--- src/rtl/mips_pkg.sv ---
// Shared MIPS ISA-1 constants and types for the ID/EX issue stage and the ALU.
package mips_pkg;

    localparam int unsigned XLEN    = 32;
    localparam int unsigned CTRL_W  = 4;
    localparam int unsigned RADDR_W = 5;

    // ALU operation codes, also decoded by the ALU itself
    typedef enum logic [CTRL_W-1:0] {
        ALU_ADD = 4'b0000,
        ALU_SUB = 4'b0001,
        ALU_AND = 4'b0010,
        ALU_NOR = 4'b0011,
        ALU_OR  = 4'b0100,
        ALU_SLT = 4'b0101,
        ALU_BEQ = 4'b0110,
        ALU_BNE = 4'b0111
    } alu_op_e;

    localparam logic [5:0] OP_RTYPE = 6'b000000;
    localparam logic [5:0] OP_ADDI  = 6'b001000;
    localparam logic [5:0] OP_SLTI  = 6'b001010;
    localparam logic [5:0] OP_ANDI  = 6'b001100;
    localparam logic [5:0] OP_ORI   = 6'b001101;
    localparam logic [5:0] OP_LW    = 6'b100011;
    localparam logic [5:0] OP_SW    = 6'b101011;
    localparam logic [5:0] OP_BEQ   = 6'b000100;
    localparam logic [5:0] OP_BNE   = 6'b000101;

    localparam logic [5:0] F_ADD = 6'b100000;
    localparam logic [5:0] F_SUB = 6'b100010;
    localparam logic [5:0] F_AND = 6'b100100;
    localparam logic [5:0] F_OR  = 6'b100101;
    localparam logic [5:0] F_NOR = 6'b100111;
    localparam logic [5:0] F_SLT = 6'b101010;

    typedef enum logic {OpBReg = 1'b0, OpBImm = 1'b1} op_b_e;
    typedef enum logic {ExtSign = 1'b0, ExtZero = 1'b1} ext_e;
    typedef enum logic [1:0] {DestNone = 2'd0, DestRd = 2'd1, DestRt = 2'd2} dest_sel_e;

    typedef struct packed {
        alu_op_e   alu_ctrl;
        op_b_e     op_b;
        ext_e      ext;
        dest_sel_e dest_sel;
        logic      reg_write;
        logic      mem_read;
        logic      mem_write;
        logic      branch;
        logic      illegal;
        logic      rt_is_source;
    } dec_t;

    // EX-stage command register contents
    typedef struct packed {
        logic               valid;
        logic [XLEN-1:0]    entr1;
        logic [XLEN-1:0]    entr2;
        alu_op_e            alu_ctrl;
        logic [XLEN-1:0]    store_data;
        logic [RADDR_W-1:0] dest_reg;
        logic               reg_write;
        logic               mem_read;
        logic               mem_write;
        logic               branch;
        logic               illegal;
    } ex_cmd_t;

    // Bubble keeps the datapath fields and kills everything with a side effect
    function automatic ex_cmd_t make_bubble(ex_cmd_t c);
        ex_cmd_t b;
        b           = c;
        b.valid     = 1'b0;
        b.reg_write = 1'b0;
        b.mem_read  = 1'b0;
        b.mem_write = 1'b0;
        b.branch    = 1'b0;
        b.illegal   = 1'b0;
        return b;
    endfunction

endpackage

--- src/rtl/id_ex_alu_issue_if.sv ---
// EX-stage command bundle from the issue stage (master) to the ALU (slave).
interface id_ex_alu_issue_if;
    import mips_pkg::*;

    logic               out_valid;
    logic [XLEN-1:0]    entr1;
    logic [XLEN-1:0]    entr2;
    logic [CTRL_W-1:0]  alu_ctrl;
    logic [XLEN-1:0]    store_data;
    logic [RADDR_W-1:0] dest_reg;
    logic               reg_write;
    logic               mem_read;
    logic               mem_write;
    logic               branch;
    logic               illegal;

    modport master (
        output out_valid, entr1, entr2, alu_ctrl, store_data, dest_reg,
               reg_write, mem_read, mem_write, branch, illegal
    );

    modport slave (
        input  out_valid, entr1, entr2, alu_ctrl, store_data, dest_reg,
               reg_write, mem_read, mem_write, branch, illegal
    );

endinterface

--- src/rtl/alu_decode.sv ---
// Combinational ISA-1 decoder: opcode/funct -> ALU op, operand select and control flags.
module alu_decode
    import mips_pkg::*;
(
    input  logic [5:0] opcode,
    input  logic [5:0] funct,
    output dec_t       dec
);

    // Decode opcode first, then funct for R-type
    always_comb begin
        dec.alu_ctrl     = ALU_ADD;
        dec.op_b         = OpBReg;
        dec.ext          = ExtSign;
        dec.dest_sel     = DestNone;
        dec.reg_write    = 1'b0;
        dec.mem_read     = 1'b0;
        dec.mem_write    = 1'b0;
        dec.branch       = 1'b0;
        dec.illegal      = 1'b0;
        dec.rt_is_source = 1'b0;
        case (opcode)
            OP_RTYPE: begin
                dec.dest_sel     = DestRd;
                dec.reg_write    = 1'b1;
                dec.rt_is_source = 1'b1;
                case (funct)
                    F_ADD:   dec.alu_ctrl = ALU_ADD;
                    F_SUB:   dec.alu_ctrl = ALU_SUB;
                    F_AND:   dec.alu_ctrl = ALU_AND;
                    F_OR:    dec.alu_ctrl = ALU_OR;
                    F_NOR:   dec.alu_ctrl = ALU_NOR;
                    F_SLT:   dec.alu_ctrl = ALU_SLT;
                    default: dec.illegal  = 1'b1;
                endcase
            end
            OP_ADDI, OP_SLTI, OP_ANDI, OP_ORI: begin
                dec.op_b      = OpBImm;
                dec.dest_sel  = DestRt;
                dec.reg_write = 1'b1;
                case (opcode)
                    OP_SLTI: dec.alu_ctrl = ALU_SLT;
                    OP_ANDI: begin
                        dec.alu_ctrl = ALU_AND;
                        dec.ext      = ExtZero;
                    end
                    OP_ORI: begin
                        dec.alu_ctrl = ALU_OR;
                        dec.ext      = ExtZero;
                    end
                    default: dec.alu_ctrl = ALU_ADD;
                endcase
            end
            OP_LW: begin
                dec.op_b      = OpBImm;
                dec.dest_sel  = DestRt;
                dec.reg_write = 1'b1;
                dec.mem_read  = 1'b1;
            end
            OP_SW: begin
                dec.op_b         = OpBImm;
                dec.mem_write    = 1'b1;
                dec.rt_is_source = 1'b1;
            end
            OP_BEQ, OP_BNE: begin
                dec.alu_ctrl     = (opcode == OP_BEQ) ? ALU_BEQ : ALU_BNE;
                dec.branch       = 1'b1;
                dec.rt_is_source = 1'b1;
            end
            default: dec.illegal = 1'b1;
        endcase
    end

endmodule

--- src/rtl/id_ex_alu_issue.sv ---
// ID/EX issue stage: decode, operand select, load-use hazard detect and EX command register.
module id_ex_alu_issue
    import mips_pkg::*;
(
    input  logic              clk,
    input  logic              rst_n,
    input  logic              in_valid,
    input  logic [31:0]       instr,
    input  logic [XLEN-1:0]   rs_data,
    input  logic [XLEN-1:0]   rt_data,
    input  logic              stall_in,
    input  logic              flush,
    output logic              stall_if_id,
    id_ex_alu_issue_if.master ex
);

    dec_t               dec;
    ex_cmd_t            ex_q;
    ex_cmd_t            ex_d;
    logic [RADDR_W-1:0] rs_addr;
    logic [RADDR_W-1:0] rt_addr;
    logic [RADDR_W-1:0] rd_addr;
    logic [15:0]        imm;
    logic [XLEN-1:0]    imm_ext;
    logic [RADDR_W-1:0] dest_addr;
    logic               hazard;

    assign rs_addr = instr[25:21];
    assign rt_addr = instr[20:16];
    assign rd_addr = instr[15:11];
    assign imm     = instr[15:0];

    alu_decode u_alu_decode (
        .opcode (instr[31:26]),
        .funct  (instr[5:0]),
        .dec    (dec)
    );

    // Immediate extension and write-back register select
    always_comb begin
        imm_ext = (dec.ext == ExtZero) ? {{(XLEN-16){1'b0}}, imm} : {{(XLEN-16){imm[15]}}, imm};
        case (dec.dest_sel)
            DestRd:  dest_addr = rd_addr;
            DestRt:  dest_addr = rt_addr;
            default: dest_addr = '0;
        endcase
    end

    // Load in EX whose result is needed by the instruction in ID; $0 never hazards
    assign hazard = ex_q.valid && ex_q.mem_read && (ex_q.dest_reg != '0) &&
                    ((rs_addr == ex_q.dest_reg) ||
                     (dec.rt_is_source && (rt_addr == ex_q.dest_reg)));

    // Next EX command in priority order: flush, stall_in, hazard, issue, idle
    always_comb begin
        ex_d        = ex_q;
        stall_if_id = 1'b0;
        if (flush) begin
            ex_d = make_bubble(ex_q);
        end else if (stall_in) begin
            stall_if_id = 1'b1;
        end else if (hazard) begin
            stall_if_id = 1'b1;
            ex_d        = make_bubble(ex_q);
        end else if (in_valid) begin
            if (dec.illegal) begin
                ex_d         = make_bubble(ex_q);
                ex_d.illegal = 1'b1;
            end else begin
                ex_d.valid      = 1'b1;
                ex_d.entr1      = rs_data;
                ex_d.entr2      = (dec.op_b == OpBImm) ? imm_ext : rt_data;
                ex_d.alu_ctrl   = dec.alu_ctrl;
                ex_d.store_data = rt_data;
                ex_d.dest_reg   = dest_addr;
                ex_d.reg_write  = dec.reg_write && (dest_addr != '0);
                ex_d.mem_read   = dec.mem_read;
                ex_d.mem_write  = dec.mem_write;
                ex_d.branch     = dec.branch;
                ex_d.illegal    = 1'b0;
            end
        end else begin
            ex_d = make_bubble(ex_q);
        end
    end

    // EX command register
    always_ff @(posedge clk or negedge rst_n) begin
        if (!rst_n) begin
            ex_q <= '0;
        end else begin
            ex_q <= ex_d;
        end
    end

    assign ex.out_valid  = ex_q.valid;
    assign ex.entr1      = ex_q.entr1;
    assign ex.entr2      = ex_q.entr2;
    assign ex.alu_ctrl   = ex_q.alu_ctrl;
    assign ex.store_data = ex_q.store_data;
    assign ex.dest_reg   = ex_q.dest_reg;
    assign ex.reg_write  = ex_q.reg_write;
    assign ex.mem_read   = ex_q.mem_read;
    assign ex.mem_write  = ex_q.mem_write;
    assign ex.branch     = ex_q.branch;
    assign ex.illegal    = ex_q.illegal;

endmodule

--- src/flat_wrapper.sv ---
// flat-port wrapper written by rule: the top's interface ports become plain ports
module id_ex_alu_issue_flat import mips_pkg::*;
  (clk, rst_n, in_valid, instr, rs_data, rt_data, stall_in, flush, stall_if_id, ex_out_valid, ex_entr1, ex_entr2, ex_alu_ctrl, ex_store_data, ex_dest_reg, ex_reg_write, ex_mem_read, ex_mem_write, ex_branch, ex_illegal);
  id_ex_alu_issue_if ex_i ();
  input  logic clk;
  input  logic rst_n;
  input  logic in_valid;
  input  logic [31:0] instr;
  input  logic [XLEN-1:0] rs_data;
  input  logic [XLEN-1:0] rt_data;
  input  logic stall_in;
  input  logic flush;
  output logic stall_if_id;
  output wire logic [$bits(ex_i.out_valid)-1:0] ex_out_valid;
  output wire logic [$bits(ex_i.entr1)-1:0] ex_entr1;
  output wire logic [$bits(ex_i.entr2)-1:0] ex_entr2;
  output wire logic [$bits(ex_i.alu_ctrl)-1:0] ex_alu_ctrl;
  output wire logic [$bits(ex_i.store_data)-1:0] ex_store_data;
  output wire logic [$bits(ex_i.dest_reg)-1:0] ex_dest_reg;
  output wire logic [$bits(ex_i.reg_write)-1:0] ex_reg_write;
  output wire logic [$bits(ex_i.mem_read)-1:0] ex_mem_read;
  output wire logic [$bits(ex_i.mem_write)-1:0] ex_mem_write;
  output wire logic [$bits(ex_i.branch)-1:0] ex_branch;
  output wire logic [$bits(ex_i.illegal)-1:0] ex_illegal;
  assign ex_out_valid = ex_i.out_valid;
  assign ex_entr1 = ex_i.entr1;
  assign ex_entr2 = ex_i.entr2;
  assign ex_alu_ctrl = ex_i.alu_ctrl;
  assign ex_store_data = ex_i.store_data;
  assign ex_dest_reg = ex_i.dest_reg;
  assign ex_reg_write = ex_i.reg_write;
  assign ex_mem_read = ex_i.mem_read;
  assign ex_mem_write = ex_i.mem_write;
  assign ex_branch = ex_i.branch;
  assign ex_illegal = ex_i.illegal;
  id_ex_alu_issue u_core (.clk(clk), .rst_n(rst_n), .in_valid(in_valid), .instr(instr), .rs_data(rs_data), .rt_data(rt_data), .stall_in(stall_in), .flush(flush), .stall_if_id(stall_if_id), .ex(ex_i));
endmodule
--- config.mk ---
export PLATFORM = sky130hd
export DESIGN_NAME = id_ex_alu_issue_flat
export DESIGN_NICKNAME = d
export VERILOG_FILES = /design/src/rtl/mips_pkg.sv /design/src/rtl/id_ex_alu_issue_if.sv /design/src/rtl/alu_decode.sv /design/src/rtl/id_ex_alu_issue.sv /design/src/flat_wrapper.sv
export SDC_FILE = /design/constraint.sdc
export NUM_CORES = 1
export LEC_CHECK = 0
export BUFFER_PORTS_ARGS = -buffer_cell sky130_fd_sc_hd__buf_2
export CORE_MARGIN = 10
export CORE_UTILIZATION = 40
export CTS_CLUSTER_DIAMETER = 60
export DETAILED_ROUTE_END_ITERATION = 8
export GPL_TIMING_DRIVEN = 0
export MAX_ROUTING_LAYER = met4
export PLACE_DENSITY_LB_ADDON = 0.1
export SYNTH_ARGS = -nofsm -noshare
export SYNTH_HDL_FRONTEND = slang
export SYNTH_HIERARCHICAL = 1
export SYNTH_SLANG_ARGS = --single-unit
--- constraint.sdc ---
create_clock -name clk -period 6 [get_ports clk]
set_input_delay 0.9 -clock clk [delete_from_list [all_inputs] [get_ports clk]]
set_output_delay 0.9 -clock clk [all_outputs]
set_load 0.005 [all_outputs]
==> metrics.txt <==
outcome=completed; TritonCTS clock tree=done; post-synth top area cell=dfrtp_1; Worst Tran Pin Value=around 0.75 ns; H-tree depth=3; first-pass GRT wire length=22600 um; Final HPWL DP=11600 um; router iterations before antenna repair=4; routed len/inst=18.6 um; Die W=133 um; Congestion Overflow GR=0; Mapped Nets=~480; most instantiated library cell after synthesis=dfrtp_1; Final GP Congestion=0.822; crit end category=primary output; area post-placement=6410 um2; Clock transition at path regs=0.07 ns; Pwr Density=304 nW/um2; Total Routing Usage GR=around 17%; vias in the first global route=4158; total CTS buffers=9; Fin Clk Skew=0.00568 ns; min cycle time layout=3.40 ns; final setup fails=0; Main synth FF type=dfrtp_1; register area=2780 um2; CP max FO=10; postcts setup bufs=0; Site Rows=41; Root Buffer=clkbuf_16; Leak=3.55 nW; Die ar.=17700 um2; Synth Warn #=6; largest net degree at the start of global routing=73; Hold Fails Final Rpt=0; total number of vias=3774; Post-Syn Instances=378; syn_area_per_cell=between 10 and 15 um2; DRT Wirelength=roughly 14000 um; Hold Buf Count CTS=0; Num Clock Sinks=between 100 and 150; Final Cell Area=6710 um2; Fin Setup TNS=0 ns; layout cells sized above 1=45.0%; period utilization=56.7%; WHS=0.478 ns; FF+latch count, synth=111; CORE AREA=around 13000 um2; Mapped Area=around 5100 um2; nets=704; Post-DRT Antenna Nets=0; register area share after synthesis=54.4%; max-slew violations=0; drt drc=0; Hold Crit Class=reg2reg; worst vdd ir=around 140 uV; Max transition margin=50.1%; Port Buffers=211; post-CTS resize count=0; WP data required=5.10 ns; Max-cap violations=0; kind of critical path=in2out; Ports=about 210; largest cells by area after synthesis=dfrtp_1 (54%), mux2_1 (21%), mux2_2 (6.0%); synth unique cells=48; Fill cells=1136; EDFF count, synth=0; Layout area overhead=31.3%; vias per cell=4.84; DR iter-0 viols=113; Initial Util=40.6%; startpoint types=primary input; antenna violations before repair=2; WP data arrival=about 2.5 ns; Clk Latency, worst-skew pair=0.35 ns; area occupied by multi-input gates=2090 um2; asr flop ratio synth=100%; cell types with the highest counts after synthesis=dfrtp_1 (111), mux2_1 (95), mux2_2 (27); clk buf depth=2; unrepaired setup endpoints after global routing=no; Max Freq=294 MHz; Synth top area share=54.4%; die height=133 um
[worst max-delay path, cell delays in order]
cell and delay [ns]:
buf_2 0.11, buf_2 0.16, or3_1 0.38, nor3_1 0.19
or2_1 0.15, nand2_1 0.05, o22ai_1 0.17, nand2_1 0.11
a21oi_1 0.15, buf_2 0.13
[power breakdown]
group / switching [mW] / total [mW] / internal, mW / leakage [nW]
Clock: 0.272 / 0.598 / 0.325 / 0.144
Sequential: 0.0721 / 0.988 / 0.916 / 1.43
Combinational: 0.205 / 0.453 / 0.248 / 1.98
[stage by stage]
step | total power, mW | utilization, % | std cells | setup WS (ns)
after floorplan | 1.18 | - | 378 | 2.96
after detailed placement | 1.48 | 51.0 | 762 | 2.45
after global routing | 2.16 | 53.3 | 780 | 2.39
final | 2.04 | 53.3 | 780 | 2.60
after CTS | 2.08 | 53.3 | 778 | 2.61
after global placement | 1.45 | 50.8 | 761 | 2.50
[metal layers]
layer	global-route usage, %	vias to the layer above	part of all wire [%]	wire, um
met3	4.35	16	5.6	811
met2	28.9	113	52	7470
met1	18.3	1861	41	5990
met5	-	-	0	0
li1	-	1784	-	-
met4	5.13	0	1.5	216
[kinds of logic (layout without fill, tap and decap cells)]
kind of cell | Yosys count | in the layout | synth area share (%)
AO/OA/AOI/OAI | 43 | 43 | 5.93
multiplexers | 124 | 124 | 27.3
buffers and inverters | 41 | 269 | 4.78
flip-flops | 111 | 111 | 54.4
other | 1 | 3 | 0.0734
adder cells (fa/ha/maj) | 2 | 2 | 0.490
XOR/XNOR | 11 | 11 | 1.89
AND/OR/NAND/NOR | 45 | 45 | 5.19
[layout make-up]
class                      count  area share [%]
sequential                   111            41.4
multi-input combinational    226            31.1
timing repair buffer         212            16.2
clock buffer                  11            3.47
tap                          172            3.21
buffer                        20            2.46
inverter                      21            1.18
clock inverter                 5           0.858
antenna                        2          0.0746
[cells in the final DEF, fill, tap and decap left out, types with 3 or more instances in the layout]
cell type  instances
buf_2            213
a22oi_1            5
clkbuf_1           7
xnor2_1           11
clkbuf_16          9
dfrtp_1          111
mux2_2            27
nand2b_1           5
nand2_1            4
nor2_1            12
buf_4              3
a22o_1             3
nor2b_1            3
inv_1             20
nor3b_1            3
o21ai_0           18
mux2_1            95
buf_6              9
[path summary, 6_finish.rpt]
check                                                    start                                   to  slack [ns]  cells after the start
setup / recovery                                     instr[29]                          stall_if_id        2.60                     10
hold / removal             u_core/ex.store_data[5]$_DFFE_PN0P_  u_core/ex.store_data[5]$_DFFE_PN0P_        0.48                      1
setup reg to reg             u_core/ex.dest_reg[0]$_DFFE_PN0P_      u_core/ex.entr2[27]$_DFFE_PN0P_        3.75                      6
hold reg to reg            u_core/ex.store_data[5]$_DFFE_PN0P_  u_core/ex.store_data[5]$_DFFE_PN0P_        0.48                      1
max in group asynchronous                                rst_n       u_core/ex.entr1[5]$_DFFE_PN0P_        4.72                      2
min in group asynchronous                                rst_n      u_core/ex.entr2[21]$_DFFE_PN0P_        0.54                      1
Note: power is estimated with default switching activity, not from simulation.
